### config.mk
export PLATFORM = sky130hd
export DESIGN_NAME = uart_rx_ctrl
export DESIGN_NICKNAME = d
export VERILOG_FILES = /design/src/rtl/uart_rx_ctrl.sv
export SDC_FILE = /design/constraint.sdc
export NUM_CORES = 1
export LEC_CHECK = 0
export ABC_AREA = 1
export CAP_MARGIN = 20
export CORE_MARGIN = 10
export CORE_UTILIZATION = 30
export CTS_CLUSTER_DIAMETER = 200
export DETAILED_ROUTE_END_ITERATION = 16
export GPL_ROUTABILITY_DRIVEN = 0
export GPL_TIMING_DRIVEN = 0
export SYNTH_ARGS = -nofsm -noshare
export SYNTH_HDL_FRONTEND = slang
export SYNTH_SLANG_ARGS = --single-unit
### constraint.sdc
create_clock -name i_clk -period 2.7 [get_ports i_clk]
set_input_delay 0.405 -clock i_clk [delete_from_list [all_inputs] [get_ports i_clk]]
set_output_delay 0.405 -clock i_clk [all_outputs]
set_load 0.05 [all_outputs]
### src/rtl/uart_rx_ctrl.sv
// uart_rx_ctrl: receive sequencer for the majority-filtered serial line.
// Finds the start bit, samples each data bit at mid-bit, checks the stop
// bit and hands finished bytes to the command parser over valid/ready.
// Optional parity checking is compiled in with `define UART_RX_PARITY_EN.
module uart_rx_ctrl #(
   parameter int unsigned CLKS_PER_BIT = 16,
   parameter int unsigned DATA_BITS    = 8
`ifdef UART_RX_PARITY_EN
   ,
   parameter bit          PARITY_ODD   = 1'b0
`endif
) (
   input  logic                 i_clk,
   input  logic                 i_rst_n,
   input  logic                 i_rx,
   input  logic                 i_ready,
   output logic [DATA_BITS-1:0] o_data,
   output logic                 o_valid,
   output logic                 o_frame_err,
   output logic                 o_overrun,
`ifdef UART_RX_PARITY_EN
   output logic                 o_parity_err,
`endif
   output logic                 o_busy
);

   localparam int unsigned CW = $clog2(CLKS_PER_BIT);
   localparam int unsigned IW = $clog2(DATA_BITS + 1);

   localparam logic [CW-1:0] CNT_FULL = CW'(CLKS_PER_BIT - 1);
   localparam logic [CW-1:0] CNT_HALF = CW'(CLKS_PER_BIT / 2 - 1);
   localparam logic [IW-1:0] IDX_LAST = IW'(DATA_BITS - 1);

   typedef enum logic [2:0] {
      S_IDLE,
      S_START,
      S_DATA,
`ifdef UART_RX_PARITY_EN
      S_PARITY,
`endif
      S_STOP,
      S_BREAK
   } state_t;

   state_t                 state;
   state_t                 state_nx;
   logic [CW-1:0]          cnt;
   logic [IW-1:0]          idx;
   logic [DATA_BITS-1:0]   shreg;

   logic                   sample;
   logic                   shift_en;
   logic                   deliver;
   logic                   frame_err;
   logic                   drop;

`ifdef UART_RX_PARITY_EN
   logic                   par_bit;
   logic                   par_en;
   logic                   par_bad;
`endif

   // State register.
   always_ff @(posedge i_clk or negedge i_rst_n) begin
      if (!i_rst_n) begin
         state <= S_IDLE;
      end else begin
         state <= state_nx;
      end
   end

   // Next-state decode and per-edge strobes for the datapath.
   always_comb begin
      state_nx  = state;
      sample    = 1'b0;
      shift_en  = 1'b0;
      deliver   = 1'b0;
      frame_err = 1'b0;
`ifdef UART_RX_PARITY_EN
      par_en    = 1'b0;
`endif
      unique case (state)
         S_IDLE: begin
            if (!i_rx) begin
               state_nx = S_START;
            end
         end
         S_START: begin
            if (cnt == CNT_HALF) begin
               sample   = 1'b1;
               state_nx = i_rx ? S_IDLE : S_DATA;
            end
         end
         S_DATA: begin
            if (cnt == CNT_FULL) begin
               sample   = 1'b1;
               shift_en = 1'b1;
               if (idx == IDX_LAST) begin
`ifdef UART_RX_PARITY_EN
                  state_nx = S_PARITY;
`else
                  state_nx = S_STOP;
`endif
               end
            end
         end
`ifdef UART_RX_PARITY_EN
         S_PARITY: begin
            if (cnt == CNT_FULL) begin
               sample   = 1'b1;
               par_en   = 1'b1;
               state_nx = S_STOP;
            end
         end
`endif
         S_STOP: begin
            if (cnt == CNT_FULL) begin
               sample = 1'b1;
               if (i_rx) begin
                  deliver  = 1'b1;
                  state_nx = S_IDLE;
               end else begin
                  frame_err = 1'b1;
                  state_nx  = S_BREAK;
               end
            end
         end
         S_BREAK: begin
            if (i_rx) begin
               state_nx = S_IDLE;
            end
         end
         default: begin
            state_nx = S_IDLE;
         end
      endcase
   end

   // A delivery is dropped only when the held byte is not being taken this edge.
   assign drop   = deliver && o_valid && !i_ready;
   assign o_busy = (state != S_IDLE);

`ifdef UART_RX_PARITY_EN
   assign par_bad = ((^shreg) ^ par_bit) != PARITY_ODD;
`endif

   // Bit-time counter: restarts on every state change and every sample.
   always_ff @(posedge i_clk or negedge i_rst_n) begin
      if (!i_rst_n) begin
         cnt <= '0;
      end else if ((state_nx != state) || sample ||
                   (state == S_IDLE) || (state == S_BREAK)) begin
         cnt <= '0;
      end else begin
         cnt <= cnt + 1'b1;
      end
   end

   // Data bit index, reset whenever the next state is not DATA.
   always_ff @(posedge i_clk or negedge i_rst_n) begin
      if (!i_rst_n) begin
         idx <= '0;
      end else if (state_nx != S_DATA) begin
         idx <= '0;
      end else if (shift_en) begin
         idx <= idx + 1'b1;
      end
   end

   // LSB-first shift register: new bit enters at the MSB.
   always_ff @(posedge i_clk or negedge i_rst_n) begin
      if (!i_rst_n) begin
         shreg <= '0;
      end else if (shift_en) begin
         shreg <= {i_rx, shreg[DATA_BITS-1:1]};
      end
   end

`ifdef UART_RX_PARITY_EN
   // Captured parity bit of the frame in progress.
   always_ff @(posedge i_clk or negedge i_rst_n) begin
      if (!i_rst_n) begin
         par_bit <= 1'b0;
      end else if (par_en) begin
         par_bit <= i_rx;
      end
   end
`endif

   // Error pulses last exactly one cycle.
   always_ff @(posedge i_clk or negedge i_rst_n) begin
      if (!i_rst_n) begin
         o_frame_err <= 1'b0;
         o_overrun   <= 1'b0;
      end else begin
         o_frame_err <= frame_err;
         o_overrun   <= drop;
      end
   end

   // Output holding register and valid/ready handshake.
   // Acceptance and delivery on the same edge reload rather than clear.
   always_ff @(posedge i_clk or negedge i_rst_n) begin
      if (!i_rst_n) begin
         o_data       <= '0;
         o_valid      <= 1'b0;
`ifdef UART_RX_PARITY_EN
         o_parity_err <= 1'b0;
`endif
      end else if (deliver && !drop) begin
         o_data       <= shreg;
         o_valid      <= 1'b1;
`ifdef UART_RX_PARITY_EN
         o_parity_err <= par_bad;
`endif
      end else if (o_valid && i_ready) begin
         o_valid      <= 1'b0;
      end
   end

endmodule

# After elaboration in Yosys (flattened, before gate mapping)
# Cells that the tools add are included.
word_totals:
  ff_bits: 30
  in_bits: 4
  out_inout_bits: 12
classes:
  addsub: 2
  n_eq_ne: 9
  mux: 24
  n_reduce_logical: 14
ops:
  columns: ["cell", "count"]
  rows:
  - ["3-bit two-way mux", 7]
  - ["3-bit one-hot mux with 5 select lines", 1]
  - ["4-bit two-way mux", 3]
  - ["1-bit two-way mux", 11]
  - ["4-bit by 1-bit adder with 4-bit output (second input constant)", 2]
  - ["4-bit by 3-bit equality test with 1-bit output (second input constant)", 2]
  - ["3-bit by 2-bit equality test with 1-bit output (second input constant)", 2]
  - ["4-bit equality test (second input constant)", 1]
  - ["1-bit logical AND", 4]
  - ["2-bit nonzero test", 2]
  - ["3-bit by 1-bit equality test with 1-bit output (second input constant)", 1]
  - ["3-bit equality test (second input constant)", 1]
  - ["3-bit zero test", 1]
  - ["1-bit logical OR", 3]
  - ["3-bit by 2-bit != test with 1-bit output (second input constant)", 1]
  - ["3-bit != test", 1]
  - ["3-bit nonzero test", 1]
  - ["1-bit zero test", 2]
  - ["2-bit two-way mux", 1]
  - ["1-bit one-hot mux with 2 select lines", 1]
  - ["2-bit OR reduction", 1]

# Logic depth before layout (Yosys ltp)
logic_depth:
  ltp_word: 9
  mapped_depth: 8
  mapped_depth_nobuf: 8

# Worst setup path before layout
# No wires, ideal clock.
synth_timing:
  kind: "reg-to-reg"
  start: "register state[0]"
  end: "register idx[1]"
  arrival_time_ns: 1.364
  path_slack_ns: 1.214
  path_stages_with_launch: 7
  cell_sequence: "dfrtp_1 > nor2_1 > nand2_1 > o21ai_0 > nor2_1 > nand3_1 > nor2_1"
synth_via:
  elab_chain_len: 5
synth_lines:
  columns: ["item", "line", "source"]
  rows:
  - ["start, declared", "45", "state_t state;"]
  - ["start signal, assigned", "68", "state <= state_nx;"]
  - ["3-bit two-way mux", "98", "if (idx == IDX_LAST) begin"]
  - ["3-bit two-way mux", "95", "if (cnt == CNT_FULL) begin"]
  - ["3-bit one-hot mux with 5 select lines", "82", "unique case (state)"]
  - ["3-bit by 2-bit != test with 1-bit output", "163", "end else if (state_nx != S_DATA) begin"]
  - ["4-bit two-way mux / 2-bit nonzero test (equally long branches)", null, null]
  - ["end signal, assigned", "166", "idx <= idx + 1'b1;"]
  - ["end, declared", "48", "logic [IW-1:0] idx;"]
# Parallel ways exist; a longest one is shown, timed or not.
# A chain may end at the register's enable or synchronous reset.

# Worst setup path in the final report
layout_timing:
  start: "register state[2]"
  end: "output port o_busy"
layout_via:
  elab_chain_len: 1
layout_lines:
  columns: ["item", "line", "source"]
  rows:
  - ["3-bit nonzero test", "141", "assign o_busy = (state != S_IDLE);"]
  - ["end, declared", "24", "output logic o_busy"]
# No other way between the ends.

==> flow_summary.yaml <==
worst_setup_path:
  critPathSlowestCell: "clkdlybuf4s50_1"
  required_ns: 2.30
  end_kind: "primary output"
  crit_fanout: 5
  worstPathArrival_ns: 1.73
  rrSetupSlack_ns: 1.17
  crit_type: "reg -> out"
  max_stage_delay_ns: 0.81
  cp-start-kind: "flip-flop"
  cp_cell_sequence: "inv_2 > nand2_1 > clkdlybuf4s50_1"
clock_network:
  cts_buffers: 5
  cts_tree: "yes"
  cts_root_buf: "clkbuf_8"
  insertion_delay_ns: 0.28
  clkSinkCount: 30
  clk_pin_slew_ns: 0.06
  hold_buffers: 0
  cts_htree_levels: 2
  postCtsSetupRepairBufs: 0
  cts-resized-gates: 0
  cts_max_path_buffers: 2
floorplanning:
  die_h_um: 87.67
  ioPinCount: 16
  rows: 24
  initial_core_util: 0.3134
  coreArea_um2: 4384
  dieArea_um2: 7686
  die_w_um: 87.67
cells_and_area:
  num_antenna_cells: 0
  fillers: 448
  nets: 171
  drive_gt1_frac: 0.1818
  areaGrowthSynthToFinish_pct: 25.87
timing:
  relSlewSlack: 0.5860
  setup_viol: 0
  skew_ns: 0.003451
  hold_viol: 0
  fin_crit_sh: 0.7920
  fmax_ghz: 0.4676
  period_minus_slack_ns: 2.139
  tightest_slew_ns: 0.6191
  tns_ns: 0
  whs_ns: 0.4707
  slew_violations: 0
  rsz0062_at_grt: "no"
drt:
  drtIter0Drc: 52
  postRouteAntennaNets: 0
  drc: 0
  num_vias: 963
  wirelength_mm: 2.450
  wl_per_cell_um: 11.29
  drtPass1Iterations: 4
  via_per_inst: 4.438
grt:
  overflow: 0
  grt_pass1_wl_mm: 4.278
  grtUsageTotal: 0.07052
  grt_max_degree: 21
  antenna_found_initial: 0
  grt_pass1_vias: 951
yosys:
  ys_seq_elements: 30
  ys.flop_type: "dfrtp_1"
  synthDistinctLibCells: 24
  synth-edff-count: 0
  synth_top_cells_by_count: "30 x dfrtp_1, 24 x nand2_1, 19 x inv_1"
  yosysSeqAreaShare: 0.5464
  synth_cells: 142
  synth_nets: 148
  synth_area_um2: 1374
  ys_warn_count: 0
  async_flop_share: 1.000
  syn_avg_cell_area_um2: 9.675
  synth_top_cell_by_area: "dfrtp_1"
  netlist.area_leader.share: 0.5464
  synth_area_leaders: "dfrtp_1 55%, nand2_1 6.6%, inv_1 5.2%, o21ai_2 4.5%, o21ai_0 4.0%"
  yosysMostFrequentCell: "dfrtp_1"
pwr:
  p_sw_uw: 378.9
  clkPwrFrac: 0.359
  leakage_uw: 0.0008007
  power_density_nw_per_um2: 735.4
  irDropWorstVdd_uv: 236.7
  combinationalPowerShare: 0.217
  p_int_uw: 892.8
  p_sw_frac: 0.2979
  pwr-share-seq: 0.424
  finalPower_uw: 1272
place:
  portBuffers: 15
  hpwlAfterDp_mm: 1.813
worst_hold_path:
  hp-class: "reg -> reg"
job:
  cap_violations: 0
outcome:
  status: "complete, no violations"
## cell usage in the layout (no fill, tap or decap), types with 3 or more instances in the layout
cell / instances
clkdlybuf4s50_1: 15
nand3_1: 9
nand2_1: 24
nand2_2: 4
xnor2_1: 3
clkbuf_8: 6
dfrtp_1: 30
o21ai_0: 11
inv_1: 19
nor2_1: 12
o21ai_2: 7
nor3_1: 4
## worst max-delay path, delay by kind of cell (launching register included)
kind	cells	cell delay [ns]
simple gates	1	0.10
flops	1	0.47
buf+inv	2	0.89
## power by group through the flow
stage	Sequential, uW	Clock (uW)	Combinational [uW]
floorplan	559	0	186
CTS	539	470	281
global route	546	488	307
detailed placement	547	0	279
global placement	547	0	272
finish	539	456	277
## flip-flops by register name (all words and copies together), names as in the netlist
register / cells
o_data: 8
shreg: 8
cnt: 4
idx: 4
state: 3
o_frame_err: 1
o_overrun: 1
o_valid: 1
## cells by family (layout without fill, tap and decap cells)
kind of cell | after synthesis | in the layout | synth area share
compound gates | 21 | 21 | 0.1011
simple gates | 60 | 60 | 0.2250
flops | 30 | 30 | 0.5464
buf+inv | 24 | 47 | 0.07741
fa+ha+maj | 2 | 2 | 0.01821
xor+xnor | 5 | 5 | 0.03188
## routing by layer
metal	vias up	routed length, um	global-route usage
li1	497	-	-
met1	443	1112	0.07549
met2	17	1125	0.1124
met3	6	151	0.02786
met4	0	60	0.04783
met5	-	0	0
## cell type report
cell class / instances / area, um2 / share of cell area
flip-flops and latches: 30 / 750.7 / 0.4342
multi-input cells: 88 / 516.7 / 0.2988
repair buffers: 16 / 177.7 / 0.1027
clock buffers: 6 / 82.58 / 0.04776
inverters: 21 / 78.83 / 0.04559
well taps: 52 / 65.06 / 0.03763
clock inverters: 1 / 30.03 / 0.01737
plain buffers: 3 / 27.53 / 0.01592
## path summary, 6_finish.rpt
check	cells after the start	to	from
min in group asynchronous	1	cnt[1]	i_rst_n
worst min register to register	1	cnt[0]	cnt[0]
worst max register to register	7	o_data[6]	cnt[0]
worst max-delay path	3	o_busy	state[2]
max in group asynchronous	2	o_data[2]	i_rst_n
worst min-delay path	1	cnt[0]	cnt[0]
## metrics by stage
step | setup slack, ns | instance area (um2) | util | std cells
2_1_floorplan | 1.214 | 1374 | - | 142
3_3_place_gp | 0.6481 | 1589 | 0.3624 | 209
3_5_place_dp | 0.8005 | 1617 | 0.3687 | 210
4_1_cts | 0.5514 | 1729 | 0.3944 | 217
5_1_grt | 0.5124 | 1729 | 0.3944 | 217
6_report | 0.5615 | 1729 | 0.3944 | 217
No activity file was read; power rests on OpenSTA's default activity.
